<file path="src/rtl/mistral_mac_pipe_if.sv">
// ---------------------------------------------------------------------------
// mistral_mac_pipe_if
// Bundle of the operand, control and result signals of mistral_mac_pipe.
//   master : drives ENA, A, B, IN_VALID, LOAD, SUB; receives Y, OUT_VALID,
//            OVERFLOW (the side that feeds the MAC)
//   slave  : the MAC itself
// CLK and ACLR are not part of the bundle; they are plain module ports.
// ---------------------------------------------------------------------------
interface mistral_mac_pipe_if #(
    parameter int A_WIDTH   = 18,
    parameter int B_WIDTH   = 18,
    parameter int ACC_WIDTH = 64
);
    logic                 ENA;
    logic [A_WIDTH-1:0]   A;
    logic [B_WIDTH-1:0]   B;
    logic                 IN_VALID;
    logic                 LOAD;
    logic                 SUB;
    logic [ACC_WIDTH-1:0] Y;
    logic                 OUT_VALID;
    logic                 OVERFLOW;

    modport master (
        output ENA, A, B, IN_VALID, LOAD, SUB,
        input  Y, OUT_VALID, OVERFLOW
    );

    modport slave (
        input  ENA, A, B, IN_VALID, LOAD, SUB,
        output Y, OUT_VALID, OVERFLOW
    );
endinterface

</file>
<file path="src/rtl/mistral_mac_pipe.sv">
// ---------------------------------------------------------------------------
// mistral_mac_pipe
// Three-stage pipelined multiply-accumulate for Mistral DSP mapping:
// registered operands, registered product, then a load/add/subtract
// accumulator with a sticky overflow flag.
//
// Ports:
//   CLK  : clock, rising edge
//   ACLR : asynchronous active-high clear of every register
//   bus  : mistral_mac_pipe_if.slave
//          ENA       clock enable for every stage
//          A, B      operands (signedness from A_SIGNED / B_SIGNED)
//          IN_VALID  A/B/LOAD/SUB carry an operation
//          LOAD      acc := +/-P instead of acc +/- P
//          SUB       subtract the product
//          Y         accumulator
//          OUT_VALID Y was updated by a valid operation on the last enabled edge
//          OVERFLOW  sticky overflow, cleared by a non-overflowing LOAD
//
// Build option: define MISTRAL_MAC_SATURATE_EN to clamp an overflowing
// accumulator to max/min instead of wrapping modulo 2^ACC_WIDTH.
// The interface instance must use the same widths as this module.
// ---------------------------------------------------------------------------
module mistral_mac_pipe #(
    parameter int A_WIDTH   = 18,
    parameter int B_WIDTH   = 18,
    parameter int A_SIGNED  = 1,
    parameter int B_SIGNED  = 1,
    parameter int ACC_WIDTH = 64
) (
    input  logic               CLK,
    input  logic               ACLR,
    mistral_mac_pipe_if.slave  bus
);
    localparam int PW         = A_WIDTH + B_WIDTH;
    // Two guard bits hold any sum/difference of two ACC_WIDTH values exactly.
    localparam int XW         = ACC_WIDTH + 2;
    localparam bit ACC_SIGNED = (A_SIGNED != 0) || (B_SIGNED != 0);

    if (ACC_WIDTH < A_WIDTH + B_WIDTH) begin : g_acc_too_narrow
        $error("mistral_mac_pipe: ACC_WIDTH must be >= A_WIDTH+B_WIDTH");
    end
    if (A_WIDTH < 2 || A_WIDTH > 27 || B_WIDTH < 2 || B_WIDTH > 27) begin : g_bad_width
        $error("mistral_mac_pipe: operand widths must be 2..27");
    end

    // True result not representable in ACC_WIDTH bits under acc signedness.
    function automatic logic overflows(input logic signed [XW-1:0] r);
        if (ACC_SIGNED)
            return !((r[XW-1:ACC_WIDTH-1] == '0) || (r[XW-1:ACC_WIDTH-1] == '1));
        else
            return (r[XW-1:ACC_WIDTH] != '0);
    endfunction

    // Reduce the exact result to the accumulator: wrap, or clamp when enabled.
    function automatic logic [ACC_WIDTH-1:0] fit_result(input logic signed [XW-1:0] r);
        logic [ACC_WIDTH-1:0] v;
        v = r[ACC_WIDTH-1:0];
`ifdef MISTRAL_MAC_SATURATE_EN
        if (overflows(r)) begin
            if (r[XW-1]) begin
                v = '0;
                if (ACC_SIGNED) v[ACC_WIDTH-1] = 1'b1;
            end else begin
                v = '1;
                if (ACC_SIGNED) v[ACC_WIDTH-1] = 1'b0;
            end
        end
`endif
        return v;
    endfunction

    logic [A_WIDTH-1:0]   a_p1_q;
    logic [B_WIDTH-1:0]   b_p1_q;
    logic                 vld_p1_q, load_p1_q, sub_p1_q;
    logic [PW-1:0]        prod_p2_q;
    logic                 vld_p2_q, load_p2_q, sub_p2_q;
    logic [ACC_WIDTH-1:0] acc_q;
    logic                 vld_p3_q, ovf_q;

    logic [PW-1:0]          a_ext, b_ext, prod_d;
    logic signed [XW-1:0]   acc_x, p_x, base_x, res_x;
    logic [ACC_WIDTH-1:0]   acc_d;
    logic                   ovf_now, ovf_d;

    // Product: the low PW bits of the PW-bit extended operands are the exact
    // product, since it always fits PW bits in the appropriate signedness.
    always_comb begin
        a_ext  = {{B_WIDTH{(A_SIGNED != 0) && a_p1_q[A_WIDTH-1]}}, a_p1_q};
        b_ext  = {{A_WIDTH{(B_SIGNED != 0) && b_p1_q[B_WIDTH-1]}}, b_p1_q};
        prod_d = a_ext * b_ext;
    end

    always_comb begin
        acc_x   = {{2{ACC_SIGNED && acc_q[ACC_WIDTH-1]}}, acc_q};
        p_x     = {{(XW-PW){ACC_SIGNED && prod_p2_q[PW-1]}}, prod_p2_q};
        base_x  = load_p2_q ? '0 : acc_x;
        res_x   = sub_p2_q ? (base_x - p_x) : (base_x + p_x);
        ovf_now = overflows(res_x);
        acc_d   = fit_result(res_x);
        ovf_d   = ovf_now || (ovf_q && !load_p2_q);
    end

    always_ff @(posedge CLK or posedge ACLR) begin
        if (ACLR) begin
            a_p1_q    <= '0;
            b_p1_q    <= '0;
            vld_p1_q  <= 1'b0;
            load_p1_q <= 1'b0;
            sub_p1_q  <= 1'b0;
            prod_p2_q <= '0;
            vld_p2_q  <= 1'b0;
            load_p2_q <= 1'b0;
            sub_p2_q  <= 1'b0;
            acc_q     <= '0;
            vld_p3_q  <= 1'b0;
            ovf_q     <= 1'b0;
        end else if (bus.ENA) begin
            // Stage 1: operand capture
            a_p1_q    <= bus.A;
            b_p1_q    <= bus.B;
            vld_p1_q  <= bus.IN_VALID;
            load_p1_q <= bus.IN_VALID && bus.LOAD;
            sub_p1_q  <= bus.IN_VALID && bus.SUB;
            // Stage 2: product
            prod_p2_q <= prod_d;
            vld_p2_q  <= vld_p1_q;
            load_p2_q <= load_p1_q;
            sub_p2_q  <= sub_p1_q;
            // Stage 3: accumulator
            vld_p3_q  <= vld_p2_q;
            if (vld_p2_q) begin
                acc_q <= acc_d;
                ovf_q <= ovf_d;
            end
        end
    end

    assign bus.Y         = acc_q;
    assign bus.OUT_VALID = vld_p3_q;
    assign bus.OVERFLOW  = ovf_q;
endmodule

</file>
<file path="src/flat_wrapper.sv">
// flat-port wrapper written by rule: the top's interface ports become plain ports
module mistral_mac_pipe_flat 
#(
    parameter int A_WIDTH   = 18,
    parameter int B_WIDTH   = 18,
    parameter int A_SIGNED  = 1,
    parameter int B_SIGNED  = 1,
    parameter int ACC_WIDTH = 64
)
  (CLK, ACLR, bus_ENA, bus_A, bus_B, bus_IN_VALID, bus_LOAD, bus_SUB, bus_Y, bus_OUT_VALID, bus_OVERFLOW);
  mistral_mac_pipe_if #(.A_WIDTH(A_WIDTH), .B_WIDTH(B_WIDTH), .ACC_WIDTH(ACC_WIDTH)) bus_i ();
  input  logic CLK;
  input  logic ACLR;
  input wire logic [$bits(bus_i.ENA)-1:0] bus_ENA;
  input wire logic [$bits(bus_i.A)-1:0] bus_A;
  input wire logic [$bits(bus_i.B)-1:0] bus_B;
  input wire logic [$bits(bus_i.IN_VALID)-1:0] bus_IN_VALID;
  input wire logic [$bits(bus_i.LOAD)-1:0] bus_LOAD;
  input wire logic [$bits(bus_i.SUB)-1:0] bus_SUB;
  output wire logic [$bits(bus_i.Y)-1:0] bus_Y;
  output wire logic [$bits(bus_i.OUT_VALID)-1:0] bus_OUT_VALID;
  output wire logic [$bits(bus_i.OVERFLOW)-1:0] bus_OVERFLOW;
  assign bus_i.ENA = bus_ENA;
  assign bus_i.A = bus_A;
  assign bus_i.B = bus_B;
  assign bus_i.IN_VALID = bus_IN_VALID;
  assign bus_i.LOAD = bus_LOAD;
  assign bus_i.SUB = bus_SUB;
  assign bus_Y = bus_i.Y;
  assign bus_OUT_VALID = bus_i.OUT_VALID;
  assign bus_OVERFLOW = bus_i.OVERFLOW;
  mistral_mac_pipe #(.A_WIDTH(A_WIDTH), .B_WIDTH(B_WIDTH), .A_SIGNED(A_SIGNED), .B_SIGNED(B_SIGNED), .ACC_WIDTH(ACC_WIDTH)) u_core (.CLK(CLK), .ACLR(ACLR), .bus(bus_i));
endmodule
</file>
<file path="config.mk">
export PLATFORM = sky130hd
export DESIGN_NAME = mistral_mac_pipe_flat
export DESIGN_NICKNAME = d
export VERILOG_FILES = /design/src/rtl/mistral_mac_pipe_if.sv /design/src/rtl/mistral_mac_pipe.sv /design/src/flat_wrapper.sv
export SDC_FILE = /design/constraint.sdc
export NUM_CORES = 1
export LEC_CHECK = 0
export ABC_AREA = 1
export BUFFER_PORTS_ARGS = -buffer_cell sky130_fd_sc_hd__buf_4
export CAP_MARGIN = 20
export CELL_PAD_IN_SITES_DETAIL_PLACEMENT = 1
export CELL_PAD_IN_SITES_GLOBAL_PLACEMENT = 2
export CORE_MARGIN = 4
export CORE_UTILIZATION = 35
export CTS_BUF_LIST = sky130_fd_sc_hd__clkbuf_8
export CTS_CLUSTER_SIZE = 16
export DETAILED_ROUTE_END_ITERATION = 7
export GPL_ROUTABILITY_DRIVEN = 0
export PLACE_DENSITY = 0.76
export SLEW_MARGIN = 20
export SYNTH_ARGS = -nofsm -noshare
export SYNTH_HDL_FRONTEND = slang
export SYNTH_SLANG_ARGS = --single-unit
</file>
<file path="constraint.sdc">
create_clock -name CLK -period 8.16 [get_ports CLK]
set_input_delay 1.632 -clock CLK [delete_from_list [all_inputs] [get_ports CLK]]
set_output_delay 1.632 -clock CLK [all_outputs]
set_load 0.02 [all_outputs]
</file>
* Yosys cells after proc, flatten, opt, wreduce, memory -nomap -nowiden
Index checks and enable logic that the tools add are counted.
** Cells by class
- Add/subtract/negate cells :: 2
- $mul :: 1
- Equal/unequal tests :: 1
- Mux-type cells :: 2
- Reductions and logical operators :: 9
** Operators with widths (count)
- $mux W66 :: 2
- $add A66 B36 Y66 :: 1
- $sub A66 B36 Y66 :: 1
- $mul A18 B18 Y36 :: 1
- $eq A3 B3 Y1 const B :: 1
- $logic_and A1 B1 Y1 :: 3
- $logic_not A3 Y1 :: 1
- $logic_not A1 Y1 :: 2
- $logic_or A1 B1 Y1 :: 2
- $reduce_and A2 Y1 :: 1
** Word-level totals
- Register bits :: 144
- Input bits :: 42
- Output and inout port bits :: 66
- Logic and storage cells :: 27

* Logic depth before layout (Yosys ltp)
Gate-level depths: netlist (run 1).
- Depth after elaboration :: 7
- Depth in mapped cells :: 30
- Gate-level depth less buffers :: 30

* Least setup slack after synthesis (run 1)
Ideal clock, no wire load.
- Kind :: register to register
- Start :: register u_core.a_p1_q[17]
- End :: register u_core.prod_p2_q[29]
- Library setup time :: 0.135 ns
- Arrival :: 5.746 ns
- Data required time :: 8.025 ns
- Setup slack :: 2.279 ns
- Cell stages (with the launch flop) :: 27
- Buffers on the path :: 2
- Clock period less this slack :: 5.881 ns
- Path through :: dfrtp_1 -> clkbuf_1 -> clkbuf_1 -> nand2_1 -> inv_1 -> fa_1 -> inv_1 -> fa_1 -> inv_1 -> ha_1 -> inv_1 -> fa_1 -> inv_1 -> fa_1 -> inv_1 -> fa_1 -> inv_1 -> ha_1 -> nand2_1 -> nor2_1 -> and3_1 -> nand3_1 -> nand3_1 -> a21o_1 -> or2_2 -> nand3_1 -> o21ai_0
** On the way
- Cells in the longest elaborated chain, start to end :: 1
** RTL lines
- start, declared :: line mistral_mac_pipe.sv:73 : logic [A_WIDTH-1:0] a_p1_q;
- start signal, assigned :: line mistral_mac_pipe.sv:120 : a_p1_q <= bus.A;
- $mul A18 B18 Y36 :: line mistral_mac_pipe.sv:91 : prod_d = a_ext * b_ext;
- end signal, assigned :: line mistral_mac_pipe.sv:126 : prod_p2_q <= prod_d;
- end, declared :: line mistral_mac_pipe.sv:76 : logic [PW-1:0] prod_p2_q;
No other way between the ends.
A chain may end at the register's enable or synchronous reset.

* Worst setup path after layout (run 1)
- Start :: register u_core.b_p1_q[3]
- End :: register u_core.prod_p2_q[34]
** On the way
- Cells in the longest elaborated chain, start to end :: 1
** RTL lines
- start, declared :: line mistral_mac_pipe.sv:74 : logic [B_WIDTH-1:0] b_p1_q;
- start signal, assigned :: line mistral_mac_pipe.sv:121 : b_p1_q <= bus.B;
- $mul A18 B18 Y36 :: line mistral_mac_pipe.sv:91
No other way between the ends.

==> impl_metrics.py, run 1 <==
metrics = {
    "setup_path": {
        "worst_setup_path_end_kind": "register",
        "crit_arrival_ns": 7.36,
        "cp_slowest_cell": "dfrtp_1",
        "cp.required_ns": 8.64,
        "critical-path-top-delay-family": "adder cells",
        "critPathMaxStageDelay_ns": 0.96,
        "critical_path_buf_inv_count": 5,
        "path_class": "reg -> reg",
        "cp_max_fo": 19,
        "path_cells": "nand2_1, fa_1, inv_1, fa_1, inv_1, fa_1, inv_1, fa_1, fa_1, inv_1, fa_1, inv_1, ha_1, nand2_1, nor3_1, nand2_1, nor4_1, nand2_1, nand2_1, nand2_1, a31oi_1",
        "critPathLaunchType": "register",
    },
    "clock_network": {
        "cts-hold-fix-buffers": 0,
        "clk_pin_slew_ns": 0.12,
        "cts_tree": "done",
        "cts_root_buf": "clkbuf_8",
        "numCtsBuffers": 17,
        "clk_path_buf_depth": 2,
        "insertion_delay_ns": 0.58,
        "ctsResizeCount": 0,
        "postCtsSetupRepairBufs": 0,
        "clock_sinks": 144,
        "cts_max_level": 4,
    },
    "yosys": {
        "syn_inst": 3580,
        "ys_warn_count": 0,
        "yosysSeqAreaShare_pct": 14.47,
        "synth-async-reset-ratio_pct": 100.0,
        "synth_fp_nets": 4111,
        "synth_area_leaders": "fa_1 27%, nand2_1 15%, dfrtp_1 14%",
        "synthFlopType": "dfrtp_1",
        "synth_edf_count": 0,
        "synth_seq_cells": 144,
        "synth_top_area_share_pct": 26.53,
        "yosysTopAreaCell": "fa_1",
        "netlist_area_mm2": 0.02490,
        "avgSynthCellArea_um2": 6.955,
        "synth_cell_types": 53,
    },
    "status": {
        "status": "completed",
    },
    "placed_design": {
        "dp.final_hpwl_um": 72630,
        "port_buffers": 107,
    },
    "route": {
        "wl_per_cell_um": 19.29,
        "drt_iter0_markers": 986,
        "via_per_inst": 4.888,
        "finalWirelength_um": 87810,
        "antenna_left": 0,
        "firstDrtPassIters": 5,
        "drc": 0,
        "dr_total_vias": 22250,
    },
    "global_routing": {
        "grt.total_usage_pct": 23.74,
        "overflow": 0,
        "grt_pass1_vias": 24640,
        "grt_pass1_wl_um": 138400,
        "antenna_found_initial": 2,
        "grt_max_degree": 70,
    },
    "floorplanning": {
        "die-area_mm2": 0.07547,
        "die_w_um": 274.7,
        "io_pins": 108,
        "initial_core_util_pct": 35.43,
        "die_y_um": 274.7,
        "core_area_mm2": 0.07027,
        "rows": 97,
    },
    "cells_and_area": {
        "layout_commonest_cell": "nand2_1",
        "n_fill_cell": 9007,
        "final_cell_mix": "987 x nand2_1, 876 x inv_1, 330 x fa_1",
        "regArea_mm2": 0.003605,
        "nets": 4129,
        "drive_gt1_share_pct": 6.729,
        "multiInputGateArea_mm2": 0.01753,
        "syn2layout_area_growth_pct": 8.121,
    },
    "sta": {
        "slew_headroom_pct": 30.52,
        "worst_slew_pin_slew_ns": 1.042,
        "period_share_pct": 84.30,
        "clock_skew_ns": 0.03052,
        "min_period_ns": 6.879,
        "hold_viol": 0,
        "maxSlewViolCount": 0,
        "fmax_mhz": 145.4,
        "fin_tns_setup_ns": 0,
        "setup_viol": 0,
        "rsz0062_at_grt": "false",
    },
    "run": {
        "maxCapViolCount": 0,
    },
    "hold_path": {
        "hp-class": "reg -> reg",
    },
}
synth_stat cells, types with 11 or more instances:
library cell	count
xnor2_1	36
nand2_1	988
inv_1	877
or2_1	12
nand2_2	20
nor2_2	20
o21ai_0	137
xor2_1	47
buf_1	19
o21bai_1	24
o21ai_1	16
nor4_1	12
nand4_1	19
or2_2	16
o31ai_1	18
a31oi_1	11
nor2_1	258
dfrtp_1	144
clkbuf_1	99
fa_1	330
a21oi_1	117
ha_1	159
nand3_1	121
state kept, by name, summed over array words and instances, names as in the netlist:
signal                cells
u_core.bus.Y             64
u_core.bus.OUT_VALID      1
u_core.prod_p2_q         36
u_core.b_p1_q            18
u_core.sub_p2_q           1
u_core.vld_p1_q           1
u_core.bus.OVERFLOW       1
u_core.vld_p2_q           1
u_core.load_p2_q          1
u_core.sub_p1_q           1
u_core.a_p1_q            18
u_core.load_p1_q          1
metal layers:
metal	share of wire, %	track usage, %
met5	0	0
met4	3.9	9.034
met3	3.2	3.140
met2	49	41.24
met1	44	30.09
final cells by class:
cell class                      count  area share (%)
Multi-Input combinational cell   2430           65.11
Sequential cell                   144           13.39
Inverter                          884           12.34
Tap cell                          940           4.369
Timing Repair Buffer              121           3.374
Clock buffer                       17          0.8691
Clock inverter                     15          0.5298
Antenna cell                        1        0.009295
cells by family (layout without fill, tap and decap cells):
| kind of cell | after synthesis | count (layout) | synth area share [%] |
|---|---|---|---|
| simple gates | 1503 | 1503 | 24.83 |
| buf+inv | 1006 | 1037 | 15.21 |
| fa+ha+maj | 489 | 489 | 34.52 |
| compound gates | 355 | 355 | 8.045 |
| flops | 144 | 144 | 14.47 |
| xor+xnor | 83 | 83 | 2.920 |
| other cells | 0 | 1 | 0 |
worst reg2reg max path: stages (launching register included):
cell and delay [ns]:
dfrtp_1 0.96, nand2_1 0.32, fa_1 0.60, inv_1 0.14
fa_1 0.83, inv_1 0.16, fa_1 0.44, inv_1 0.10
fa_1 0.41, fa_1 0.49, inv_1 0.05, fa_1 0.54
inv_1 0.05, ha_1 0.39, nand2_1 0.12, nor3_1 0.36
nand2_1 0.14, nor4_1 0.23, nand2_1 0.18, nand2_1 0.10
nand2_1 0.05, a31oi_1 0.11
final timing paths:
| kind | endpoint | start | slack [ns] | depth (start not counted) |
|---|---|---|---|---|
| worst max-delay path | u_core.prod_p2_q[34]$_DFFE_PP0P_ | u_core.b_p1_q[3]$_DFFE_PP0P_ | 1.28 | 21 |
| worst min-delay path | u_core.bus.OUT_VALID$_DFFE_PP0P_ | u_core.bus.OUT_VALID$_DFFE_PP0P_ | 0.49 | 2 |
| worst max register to register | u_core.prod_p2_q[34]$_DFFE_PP0P_ | u_core.b_p1_q[3]$_DFFE_PP0P_ | 1.28 | 21 |
| worst min register to register | u_core.bus.OUT_VALID$_DFFE_PP0P_ | u_core.bus.OUT_VALID$_DFFE_PP0P_ | 0.49 | 2 |
| max in group asynchronous | u_core.bus.Y[57]$_DFFE_PP0P_ | ACLR | 5.92 | 3 |
| min in group asynchronous | u_core.bus.Y[6]$_DFFE_PP0P_ | ACLR | 1.07 | 2 |
per-stage QoR:
stage | area, um2 | utilization, % | setup slack, ns | std cells | hold WS [ns]
after floorplan | 24900 | - | 2.279 | 3580 | 0.4422
after global placement | 26540 | 37.77 | 1.595 | 4519 | 0.4532
after detailed placement | 26540 | 37.77 | 1.440 | 4519 | 0.4643
after CTS | 26920 | 38.31 | 1.389 | 4551 | 0.4919
after global routing | 26920 | 38.31 | 0.8639 | 4552 | 0.5108
final | 26920 | 38.31 | 1.281 | 4552 | 0.4869
Power of run 1 is left out: the tool's default activity adds up to more than one toggle a clock period on the data nets, which glitch-free logic cannot reach.
==> run 2, diff against run 1 <==
==> constraint.sdc (replaced) <==
create_clock -name CLK -period 6.69 [get_ports CLK]
set_input_delay 1.338 -clock CLK [delete_from_list [all_inputs] [get_ports CLK]]
set_output_delay 1.338 -clock CLK [all_outputs]
set_load 0.02 [all_outputs]
==> run 2 against run 1 <==
Net effect: die area unchanged; maximum frequency increased by 8.5%; sequential share of layout area decreased by 0.13 points; highest routed layer unchanged; largest cell class unchanged; wire length increased by 0.39%; worst setup slack got worse by 0.93 ns; critical path depth decreased by 2; register-to-register slack got worse by 0.93 ns.
==> impl_metrics.py, run 2 (synthesis results as in run 1) <==
metrics = {
    "setup_path": {
        "cp_max_fo": 15,
        "cp_slowest_cell": "fa_1",
        "worst_setup_path_end_kind": "register",
        "critical-path-top-delay-family": "adder cells",
        "worst_path_most_repeated_cell": "fa_1",
        "crit_arrival_ns": 6.78,
        "cp.required_ns": 7.13,
        "cp.depth": 19,
        "ff2ff_setup_slack_ns": 0.35,
        "critical_path_buf_inv_count": 4,
        "path_cells": "buf_4, nand2_1, fa_1, inv_1, fa_1, fa_1, fa_1, fa_1, inv_1, fa_1, inv_1, ha_1, a21oi_1, o21ai_0, a21oi_1, o31a_1, nand3b_1, nand3_1, o21ai_0",
        "path_class": "reg -> reg",
        "r2r.worst_path.cells": 19,
        "critPathLaunchType": "register",
        "critPathMaxStageDelay_ns": 0.86,
    },
    "global_routing": {
        "overflow": 0,
        "busiest_layer": "met2",
        "grt_max_degree": 90,
        "met3_usage_pct": 2.529,
        "antenna_found_initial": 2,
        "grt.total_usage_pct": 23.99,
        "use_met2_pct": 42.15,
        "use_met1_pct": 30.47,
        "grt_pass1_vias": 24500,
        "grt_pass1_wl_um": 139400,
    },
    "route": {
        "firstDrtPassIters": 6,
        "drc": 0,
        "dr_total_vias": 22310,
        "drt_iter0_markers": 987,
        "via_per_inst": 4.867,
        "finalWirelength_um": 88160,
        "wl_per_cell_um": 19.24,
        "antenna_left": 0,
    },
    "hold_path": {
        "hp-class": "reg -> reg",
        "hold_path_depth": 2,
    },
    "clock_network": {
        "ctsResizeCount": 0,
        "clk_path_buf_depth": 2,
        "clock_sinks": 144,
        "cts_root_buf": "clkbuf_8",
        "cts-hold-fix-buffers": 0,
        "clk_pin_slew_ns": 0.12,
        "insertion_delay_ns": 0.59,
        "postCtsSetupRepairBufs": 0,
        "numCtsBuffers": 17,
        "cts_max_level": 4,
        "cts_tree": "done",
    },
    "floorplanning": {
        "core_area_mm2": 0.07027,
        "die-area_mm2": 0.07547,
        "io_pins": 108,
        "die_y_um": 274.7,
        "initial_core_util_pct": 35.43,
        "die_w_um": 274.7,
        "rows": 97,
    },
    "cells_and_area": {
        "n_fill_cell": 8936,
        "regArea_mm2": 0.003607,
        "nets": 4161,
        "drive_gt1_share_pct": 7.578,
        "largest_reg_flops": 64,
        "final_cell_mix": "987 x nand2_1, 876 x inv_1, 330 x fa_1",
        "multiInputGateArea_mm2": 0.01753,
        "syn2layout_area_growth_pct": 9.226,
        "layout_commonest_cell": "nand2_1",
    },
    "sta": {
        "slew_headroom_pct": 30.29,
        "fmax_mhz": 157.7,
        "clock_skew_ns": 0.03287,
        "hold_viol": 0,
        "fin_tns_setup_ns": 0,
        "maxSlewViolCount": 0,
        "period_share_pct": 94.80,
        "worst_slew_pin_slew_ns": 1.046,
        "rsz0062_at_grt": "false",
        "setup_viol": 0,
        "min_period_ns": 6.342,
    },
    "status": {
        "status": "completed",
    },
    "run": {
        "maxCapViolCount": 0,
    },
    "placed_design": {
        "port_buffers": 107,
        "dp.final_hpwl_um": 73640,
    },
}
run 2: layer usage:
metal,vias to the layer above,share of wire [%]
li1,10700,-
met1,11120,44
met2,349,49
met3,132,2.6
met4,0,3.9
met5,-,0
run 2: path summary, 6_finish.rpt:
kind | startpoint | end
min in group asynchronous | ACLR | u_core.bus.Y[8]$_DFFE_PP0P_
hold / removal | u_core.vld_p1_q$_DFFE_PP0P_ | u_core.vld_p1_q$_DFFE_PP0P_
max in group asynchronous | ACLR | u_core.bus.Y[51]$_DFFE_PP0P_
setup reg to reg | u_core.a_p1_q[17]$_DFFE_PP0P_ | u_core.prod_p2_q[31]$_DFFE_PP0P_
hold reg to reg | u_core.vld_p1_q$_DFFE_PP0P_ | u_core.vld_p1_q$_DFFE_PP0P_
setup / recovery | u_core.a_p1_q[17]$_DFFE_PP0P_ | u_core.prod_p2_q[31]$_DFFE_PP0P_
run 2: metrics by stage:
step | std cells | setup WS [ns] | util (%) | area (um2) | hold slack (ns)
4_1_cts | 4581 | 0.2001 | 38.66 | 27160 | 0.4880
5_1_grt | 4583 | 0.01653 | 38.70 | 27200 | 0.5236
2_1_floorplan | 3580 | 0.8089 | - | 24900 | 0.4422
6_report | 4583 | 0.3479 | 38.70 | 27200 | 0.4863
3_5_place_dp | 4550 | 0.2057 | 38.12 | 26790 | 0.4594
3_3_place_gp | 4550 | 0.2505 | 38.12 | 26790 | 0.4537
run 2: area by class of cell:
class | instances | area share (%)
antenna | 1 | 0.009201
clock buffer | 17 | 0.8603
clock inverter | 14 | 0.5245
inverter | 884 | 12.22
multi-input combinational | 2430 | 64.46
sequential | 144 | 13.26
tap | 940 | 4.325
timing repair buffer | 153 | 4.343
run 2: worst reg2reg max path, stage by stage, from the launching register on:
cell	delay, ns
dfrtp_1	0.42
buf_4	0.25
nand2_1	0.17
fa_1	0.57
inv_1	0.13
fa_1	0.86
fa_1	0.53
fa_1	0.51
fa_1	0.50
inv_1	0.05
fa_1	0.49
inv_1	0.05
ha_1	0.37
a21oi_1	0.34
o21ai_0	0.21
a21oi_1	0.25
o31a_1	0.19
nand3b_1	0.09
nand3_1	0.13
o21ai_0	0.11
Power of run 2 is left out for the same reason.
